File: src/rtl/seg7_pkg.sv
// rtl/seg7_pkg.sv - shared constants and state type for the seven-segment display arbiter
//
// Purpose: digit-code constants, digit geometry and the arbiter state enum
//          shared by seg7_lz_blank and seg7_disp_arb.
// Ports:   none (package).

package seg7_pkg;

   localparam logic [3:0] DIG_BLANK = 4'hE;
   localparam logic [3:0] DIG_DASH  = 4'hF;
   localparam int         DIG_W     = 4;
   localparam int         NUM_DIG   = 6;

   typedef enum logic [1:0] {
      ST_IDLE,
      ST_OWN0,
      ST_OWN1
   } arb_state_e;

endpackage

File: src/rtl/seg7_lz_blank.sv
// rtl/seg7_lz_blank.sv - leading-zero blanking of a 6-digit hex word
//
// Purpose: replaces zero digits from digit 5 down to digit 1 with the blank
//          code until the first nonzero digit; digit 0 always passes.
//          Codes 4'hE/4'hF count as nonzero. en_i=0 passes the word as-is.
// Ports:   en_i   blanking enable
//          dig_i  24-bit input digits, nibble n = digit n
//          dig_o  24-bit output digits

module seg7_lz_blank
   import seg7_pkg::*;
(
   input  logic        en_i,
   input  logic [23:0] dig_i,
   output logic [23:0] dig_o
);

   logic lead;

   always_comb begin
      dig_o = dig_i;
      lead  = en_i;
      for (int n = NUM_DIG - 1; n >= 1; n--) begin
         if (lead && (dig_i[n*DIG_W +: DIG_W] == 4'h0)) begin
            dig_o[n*DIG_W +: DIG_W] = DIG_BLANK;
         end else begin
            lead = 1'b0;
         end
      end
   end

endmodule

File: src/rtl/seg7_disp_arb.sv
// rtl/seg7_disp_arb.sv - two-requester arbiter for the 6-digit seven-segment display
//
// Purpose: grants the display to one of two level requesters with a minimum
//          hold time and round-robin handoff, and registers the digit word
//          (owner data with optional leading-zero blanking, or the idle
//          pattern) for the display decoder.
// Ports:   iCLK    system clock
//          iRST_N  asynchronous active-low reset
//          iREQ0   requester 0 request (level)
//          iDATA0  requester 0 digits, nibble n = digit n
//          iREQ1   requester 1 request (level)
//          iDATA1  requester 1 digits
//          oGNT0   requester 0 owns the display
//          oGNT1   requester 1 owns the display
//          oDIG    digit word, [31:24] always zero

module seg7_disp_arb
   import seg7_pkg::*;
#(
   parameter int          HOLD_CYCLES = 50000000,
   parameter bit          BLANK_LZ    = 1'b1,
   parameter logic [23:0] IDLE_PAT    = 24'hFFFFFF
) (
   input  logic        iCLK,
   input  logic        iRST_N,
   input  logic        iREQ0,
   input  logic [23:0] iDATA0,
   input  logic        iREQ1,
   input  logic [23:0] iDATA1,
   output logic        oGNT0,
   output logic        oGNT1,
   output logic [31:0] oDIG
);

   localparam int CNT_W = $clog2(HOLD_CYCLES) + 1;
   localparam logic [CNT_W-1:0] HOLD_MAX = CNT_W'(HOLD_CYCLES - 1);

   arb_state_e       state_q, state_d;
   logic [CNT_W-1:0] cnt_q, cnt_d;
   logic [31:0]      dig_q, dig_d;
   logic             hold_done;
   logic [23:0]      sel_data;
   logic [23:0]      blank_data;

   assign hold_done = (cnt_q == HOLD_MAX);

   always_comb begin
      state_d = state_q;
      unique case (state_q)
         ST_IDLE: begin
            if (iREQ0) begin
               state_d = ST_OWN0;
            end else if (iREQ1) begin
               state_d = ST_OWN1;
            end
         end
         ST_OWN0: begin
            // Release ignores the hold; yield only after the hold expires.
            if (!iREQ0) begin
               state_d = iREQ1 ? ST_OWN1 : ST_IDLE;
            end else if (hold_done && iREQ1) begin
               state_d = ST_OWN1;
            end
         end
         ST_OWN1: begin
            if (!iREQ1) begin
               state_d = iREQ0 ? ST_OWN0 : ST_IDLE;
            end else if (hold_done && iREQ0) begin
               state_d = ST_OWN0;
            end
         end
         default: state_d = ST_IDLE;
      endcase
   end

   always_comb begin
      cnt_d = cnt_q;
      if (state_d != state_q) begin
         cnt_d = '0;
      end else if ((state_q != ST_IDLE) && !hold_done) begin
         cnt_d = cnt_q + 1'b1;
      end
   end

   // Data is selected from the next state so grant and digits move together.
   always_comb begin
      sel_data = iDATA0;
      if (state_d == ST_OWN1) begin
         sel_data = iDATA1;
      end
   end

   seg7_lz_blank u_lz_blank (
      .en_i  (BLANK_LZ),
      .dig_i (sel_data),
      .dig_o (blank_data)
   );

   always_comb begin
      dig_d = {8'h00, blank_data};
      if (state_d == ST_IDLE) begin
         dig_d = {8'h00, IDLE_PAT};
      end
   end

   always_ff @(posedge iCLK or negedge iRST_N) begin
      if (!iRST_N) begin
         state_q <= ST_IDLE;
         cnt_q   <= '0;
         dig_q   <= {8'h00, IDLE_PAT};
      end else begin
         state_q <= state_d;
         cnt_q   <= cnt_d;
         dig_q   <= dig_d;
      end
   end

   assign oGNT0 = (state_q == ST_OWN0);
   assign oGNT1 = (state_q == ST_OWN1);
   assign oDIG  = dig_q;

endmodule

File: config.mk
export PLATFORM = sky130hd
export DESIGN_NAME = seg7_disp_arb
export DESIGN_NICKNAME = d
export VERILOG_FILES = /design/src/rtl/seg7_pkg.sv /design/src/rtl/seg7_lz_blank.sv /design/src/rtl/seg7_disp_arb.sv
export SDC_FILE = /design/constraint.sdc
export NUM_CORES = 1
export LEC_CHECK = 0
export ABC_CLOCK_PERIOD_IN_PS = 3700
export BUFFER_PORTS_ARGS = -buffer_cell sky130_fd_sc_hd__clkbuf_2
export CORE_MARGIN = 2
export CORE_UTILIZATION = 55
export DETAILED_ROUTE_END_ITERATION = 6
export GPL_TIMING_DRIVEN = 0
export HOLD_SLACK_MARGIN = 0.12
export MAX_ROUTING_LAYER = met4
export PLACE_DENSITY = 0.95
export SLEW_MARGIN = 30
export SYNTH_ARGS = -nofsm -noshare
export SYNTH_HDL_FRONTEND = slang
export SYNTH_SLANG_ARGS = --single-unit
File: constraint.sdc
create_clock -name iCLK -period 3.7 [get_ports iCLK]
set_clock_uncertainty 0.2 [all_clocks]
set_input_delay 0.555 -clock iCLK [delete_from_list [all_inputs] [get_ports iCLK]]
set_output_delay 0.555 -clock iCLK [all_outputs]
set_load 0.02 [all_outputs]
## Word-level counts from Yosys, hierarchy flattened

Cells that the tools add are included.

| storage, ports and cells | value |
|---|---|
| register bits | 61 |
| bits of input ports | 52 |
| output and inout port bits | 34 |
| logic and storage cells | 48 |

| cells by class | value |
|---|---|
| add/sub/neg operators | 1 |
| eq/ne operators | 5 |
| multiplexer cells | 22 |
| reduce and logical (&&, ||, !) cells | 17 |

Operators by type and width:

| cell | count |
|---|---|
| two-way mux 27 bit | 2 |
| two-way mux 24 bit | 2 |
| adder 27 x 1 -> 27 bit (second input constant) | 1 |
| equality test 27 x 26 -> 1 bit (second input constant) | 1 |
| logical NOT 4 bit | 5 |
| two-way mux 4 bit | 5 |
| two-way mux 2 bit | 7 |
| logical AND 1 bit | 7 |
| one-hot mux 2 bit (3 select lines) | 1 |
| two-way mux 1 bit | 5 |
| equality test 2 bit (second input constant) | 2 |
| logical NOT 2 bit | 2 |
| nonzero test 2 bit | 2 |
| equality test 2 x 1 -> 1 bit (second input constant) | 1 |
| != test 2 bit | 1 |
| logical NOT 1 bit | 1 |

## Logic depth before layout (Yosys ltp)

| logic depth | value |
|---|---|
| depth after elaboration | 18 |
| depth in mapped cells | 9 |
| depth with buffers taken out | 8 |

## Cells and area by module

A second synthesis with hierarchy kept.

| unflattened totals | value |
|---|---|
| cell total of the unflattened synthesis | 301 |
| area, all modules | 3215.6 µm² |

Modules (own cells, without submodules):

| module | instances | cells each | area each (µm²) | seq. area each (µm²) |
|---|---|---|---|---|
| seg7_disp_arb | 1 | 268 | 2975.4 | 1356.3 |
| seg7_lz_blank | 1 | 33 | 240.2 | 0.0 |

## Worst setup path after synthesis

No wires, ideal clock.

| timing | value |
|---|---|
| kind | input to register |
| start point | input iDATA0[22] |
| end point | register dig_q[11], in the netlist oDIG[11] |
| library setup time | 0.073 ns |
| arrival | 1.936 ns |
| required time | 3.427 ns |
| path slack | 1.491 ns |
| cell stages on the path | 6 |
| path buffers | 0 |
| path through | or4_1 -> nor2_1 -> nand3_1 -> nor4b_1 -> a211o_1 -> o21bai_1 |

| on the way | value |
|---|---|
| longest elaborated chain between the ends | 10 |

Ends and longest elaborated chain:

| what | line | text |
|---|---|---|
| start: declaration | seg7_disp_arb.sv:27 | `input logic [23:0] iDATA0,` |
| two-way mux 24 bit (*) | seg7_disp_arb.sv:88 | `if (state_d == ST_OWN1) begin` |
| logical NOT 4 bit (*) | seg7_lz_blank.sv:24 | `if (lead && (dig_i[n*DIG_W +: DIG_W] == 4'h0)) begin` |
| two-way mux 1 bit (*) | seg7_lz_blank.sv:24 |  |
| logical AND 1 bit | seg7_lz_blank.sv:24 |  |
| two-way mux 1 bit (*) | seg7_lz_blank.sv:24 |  |
| logical AND 1 bit | seg7_lz_blank.sv:24 |  |
| two-way mux 1 bit (*) | seg7_lz_blank.sv:24 |  |
| logical AND 1 bit (*) | seg7_lz_blank.sv:24 |  |
| two-way mux 4 bit (*) | seg7_lz_blank.sv:24 |  |
| two-way mux 24 bit (*) | seg7_disp_arb.sv:101 | `if (state_d == ST_IDLE) begin` |
| named net dig_d[11] | seg7_disp_arb.sv:40 | `logic [31:0] dig_q, dig_d;` |
| end signal: assignment | seg7_disp_arb.sv:110 | `dig_q <= {8'h00, IDLE_PAT};` |
| end signal: assignment | seg7_disp_arb.sv:114 | `dig_q <= dig_d;` |
| end: declaration | seg7_disp_arb.sv:40 |  |

Mark *: on every way through the listed nets, which the timed path passes. The rest lies on a longest branch.
A chain may end at the register's enable or synchronous reset.

## Final worst setup path

| timing | value |
|---|---|
| start point | register cnt_q[0] |
| end point | register cnt_q[10] |

| on the way | value |
|---|---|
| longest elaborated chain between the ends | 7 |
| elaborated cells on any way between the ends | 15 |
| classes of those cells | add/sub: 1; eq/ne: 2; mux: 7; reduce/logical: 5 |

Ends and longest elaborated chain:

| what | line | text |
|---|---|---|
| start: declaration | seg7_disp_arb.sv:39 | `logic [CNT_W-1:0] cnt_q, cnt_d;` |
| start signal: assignment | seg7_disp_arb.sv:113 | `cnt_q <= cnt_d;` |
| equality test 27 x 26 -> 1 bit | seg7_disp_arb.sv:45 | `assign hold_done = (cnt_q == HOLD_MAX);` |
| logical AND 1 bit, on equally long branches | seg7_disp_arb.sv:68, seg7_disp_arb.sv:61 |  |
| two-way mux 2 bit, on equally long branches | seg7_disp_arb.sv:68, seg7_disp_arb.sv:61 |  |
| two-way mux 2 bit, on equally long branches | seg7_disp_arb.sv:66, seg7_disp_arb.sv:59 |  |
| one-hot mux 2 bit (3 select lines) | seg7_disp_arb.sv:49 | `unique case (state_q)` |
| != test 2 bit | seg7_disp_arb.sv:78 | `if (state_d != state_q) begin` |
| two-way mux 27 bit or nonzero test 2 bit (tied branches) | -- |  |

Several ways; a longest one is shown, not always the timed one. The select of a mux whose other input is x is not followed.

==> impl_results.rst <==
.. list-table::
   :header-rows: 1

   * - Metric
     - Value
   * - Status
     - finished clean
   * - Maximum number of buffers from clock root to sink
     - 2
   * - Total I/O pin count
     - 86
   * - Total clock buffers created by CTS
     - 5
   * - Critical path buffer and inverter count
     - 1
   * - Power density of the placed cells
     - about 380 nW/µm²
   * - Routability cong.
     - ~0.87
   * - Die Wd
     - 75.0 µm
   * - Series of cell instances along the critical path
     - ha_1 -> and3_1 -> and3_1 -> a21oi_1 -> buf_2 -> nand3_1 -> xor2_1 -> nor2_1
   * - Final hold violation count
     - 0
   * - Number of detailed-routing iterations run before antenna repair
     - 4
   * - Area enclosed by the die boundary
     - roughly 5600 µm²
   * - Synthesized area
     - 2770 µm²
   * - First-pass GRT wire length
     - 10700 µm
   * - Vias after detailed routing
     - about 2400
   * - Clock network latency to the later pin of the worst-skew pair
     - 0.31 ns
   * - Slew margin rel.
     - 0.532
   * - Achievable frequency
     - around 0.37 GHz
   * - Post CTS Setup Buffer Count
     - 0
   * - Leading post-synthesis cells by cell area
     - dfrtp_1 (26%), dfstp_2 (23%), xor2_1 (6.0%), nor2_1 (5.3%), o22a_1 (3.8%)
   * - Critical path type
     - register to register
   * - Largest net degree at the start of global routing
     - 54
   * - Hpwl dp
     - ~5000 µm
   * - Number of cells on the worst reg-to-reg path
     - 8
   * - Max-slew violation total from the final report
     - 0
   * - Std cell rows
     - 25
   * - Slew of the pin with the lowest slew margin
     - ~0.70 ns
   * - Port buffer count
     - 75
   * - Most used flip-flop cell after synthesis
     - dfrtp_1
   * - Fraction of registers with async set or reset after synthesis
     - 1.00
   * - Master of the slowest instance on the critical path
     - a21oi_1
   * - Cell taking the most area after synthesis
     - dfrtp_1
   * - Setup TNS Final
     - 0 ns
   * - Required time reported for the critical path endpoint
     - roughly 3.7 ns
   * - Total number of yosys warnings
     - 0
   * - Most numerous cell in the Yosys netlist
     - nor2_1
   * - Period Utilization, post-route
     - 0.729
   * - Overall overflow remaining after global route
     - 0
   * - Share of the synthesized area in the top cell type
     - 0.262
   * - Core region area
     - 4790 µm²
   * - Vias in the first global route
     - 2388
   * - Iter 0 DRT Violations
     - 229
   * - Remaining routing DRC violations
     - 0
   * - Number of filler cells placed in the layout
     - ~340
   * - Family with the most delay on the worst path
     - simple AND/OR/NAND/NOR gates
   * - Share of the yosys chip area belonging to registers
     - 0.489
   * - Average wire per cell in the routed design
     - between 15 and 20 µm
   * - Cell at the root of the clock tree
     - clkbuf_8
   * - Critical path arrival
     - 2.70 ns
   * - Sinks on the clock net
     - 53
   * - Clk pin slew, worst setup/hold paths
     - roughly 0.090 ns
   * - Vias per cell
     - roughly 5.6
   * - Number of different library cells in the post-synthesis netlist
     - 50
   * - Count of flip-flops with a built-in enable after synthesis
     - 0
   * - Share of final-layout standard cells stronger than drive strength 1
     - 0.352
   * - Crit. End Element
     - register
   * - Post-cts hold buffer count
     - 0
   * - Critical Path Stages
     - 8
   * - Type of element launching the critical path
     - register
   * - Effective utilization at floorplan
     - 0.579
   * - Most frequent cell on the critical path
     - and3_1
   * - Register-to-register setup slack
     - about 1 ns
   * - Yosys reg bits
     - between 50 and 60
   * - Die Y-Extent
     - ~75 µm
   * - Reported leakage power
     - between 0.0015 and 0.002 µW
   * - Post-layout util
     - 0.705
   * - Antenna Diode Count
     - 0
   * - Total of max-cap violations
     - 0
   * - GRT Total Usage
     - 0.255
   * - Maximum vdd drop
     - about 0.22 mV
   * - Unrepaired setup endpoints after global routing
     - false
   * - Critical register-to-register path startpoint
     - cnt_q[0]
   * - Synthesized area divided by synthesized cell count
     - 10.0 µm²
   * - Resized Gates After CTS
     - 0
   * - Reg2reg end
     - cnt_q[10]
   * - Post-layout min period
     - about 2.7 ns
   * - Peak per-stage delay on the critical path
     - just over 0.5 ns
   * - CTS tree
     - done
   * - Initial antenna violation count
     - 0
   * - Count of antenna-violating nets left after detailed routing
     - 0
   * - Max FO, Critical Path
     - 10
   * - Hold Path Class
     - input pin to asynchronous set/reset pin
   * - Final Routed Wirelength
     - approximately 6700 µm
   * - Synthesized instance count
     - ~280
   * - Leading post-synthesis cells by instance count
     - nor2_1 (39), dfrtp_1 (29), nand2_1 (27)
   * - Endpoints failing setup
     - 0
   * - Layout overhead on the synthesized area
     - 21.8%
   * - CTS HTree Levels
     - 2
   * - Nets
     - around 420
-- worst max-delay path by stage --
stage,to,from
after floorplan,oDIG[11],iDATA0[22]
after CTS,cnt_q[25],cnt_q[0]
final,cnt_q[10],cnt_q[0]
after detailed placement,cnt_q[25],cnt_q[0]
after global routing,cnt_q[25],cnt_q[0]
after global placement,cnt_q[23],cnt_q[0]
-- registers in the layout, indices dropped and copies added, names as in the netlist --
signal / flops
cnt_q: 27
oDIG: 24
state_q: 2
-- worst reg2reg max path, stage by stage, from the launching register on --
cell and delay [ns]:
dfrtp_1 0.42, ha_1 0.25, and3_1 0.23, and3_1 0.25, a21oi_1 0.52, buf_2 0.36, nand3_1 0.13, xor2_1 0.18
nor2_1 0.06
-- placed cells by master (no fill, tap or decap), types with 7 or more instances in the layout --
master	n
conb_1	8
buf_4	10
nor3_1	8
dfrtp_1	29
xor2_1	19
nand2_1	27
nor2_1	39
dfstp_2	24
nand4_1	9
o22a_1	12
xnor2_1	7
nand3_1	16
clkbuf_2	74
-- cell type report --
class	instances	area (µm²)	share of cell area
plain buffers	18	123	0.0363
clock buffers	7	86.3	0.0256
clock inverters	1	30.0	0.00890
inverters	5	18.8	0.00556
multi-input cells	207	1300	0.385
flip-flops and latches	53	1360	0.402
well taps	67	83.8	0.0248
repair buffers	75	378	0.112
-- kinds of logic (layout without fill, tap and decap cells) --
logic type / after synthesis / count (layout) / share of synthesized area
and+or+nand+nor: 132 / 132 / 0.253
DFF: 53 / 53 / 0.489
AOI/OAI and AO/OA: 40 / 40 / 0.119
xor gates and xnor gates: 26 / 26 / 0.0822
buffers and inverters: 23 / 106 / 0.0510
adders and majority gates: 1 / 1 / 0.00451
other: 1 / 8 / 0.00135
-- power by group --
group / internal (µW) / total (µW) / switching (µW)
clock: 221 / 405 / 185
combinational: 91.8 / 245 / 153
sequential: 630 / 641 / 10.9
-- per-stage QoR --
step | setup WS, ns | area [µm²] | cells | total power (µW) | hold slack (ns)
3_3_place_gp | 1.16 | 3260 | 425 | 886 | 0.317
5_1_grt | 0.869 | 3380 | 433 | 1350 | 0.158
2_1_floorplan | 1.49 | 2800 | 283 | 799 | 0.0594
4_1_cts | 1.03 | 3380 | 433 | 1290 | 0.132
6_report | 1.00 | 3380 | 433 | 1290 | 0.104
3_5_place_dp | 1.06 | 3260 | 425 | 895 | 0.334
-- routing by layer --
metal / part of all wire / global-route usage / vias to the layer above
li1: - / - / 1152
met1: 0.41 / 0.323 / 1176
met2: 0.52 / 0.401 / 98
met3: 0.060 / 0.0442 / 15
met4: 0.016 / 0.117 / 0
met5: 0 / - / -
No activity file was read; power rests on OpenSTA's default activity.
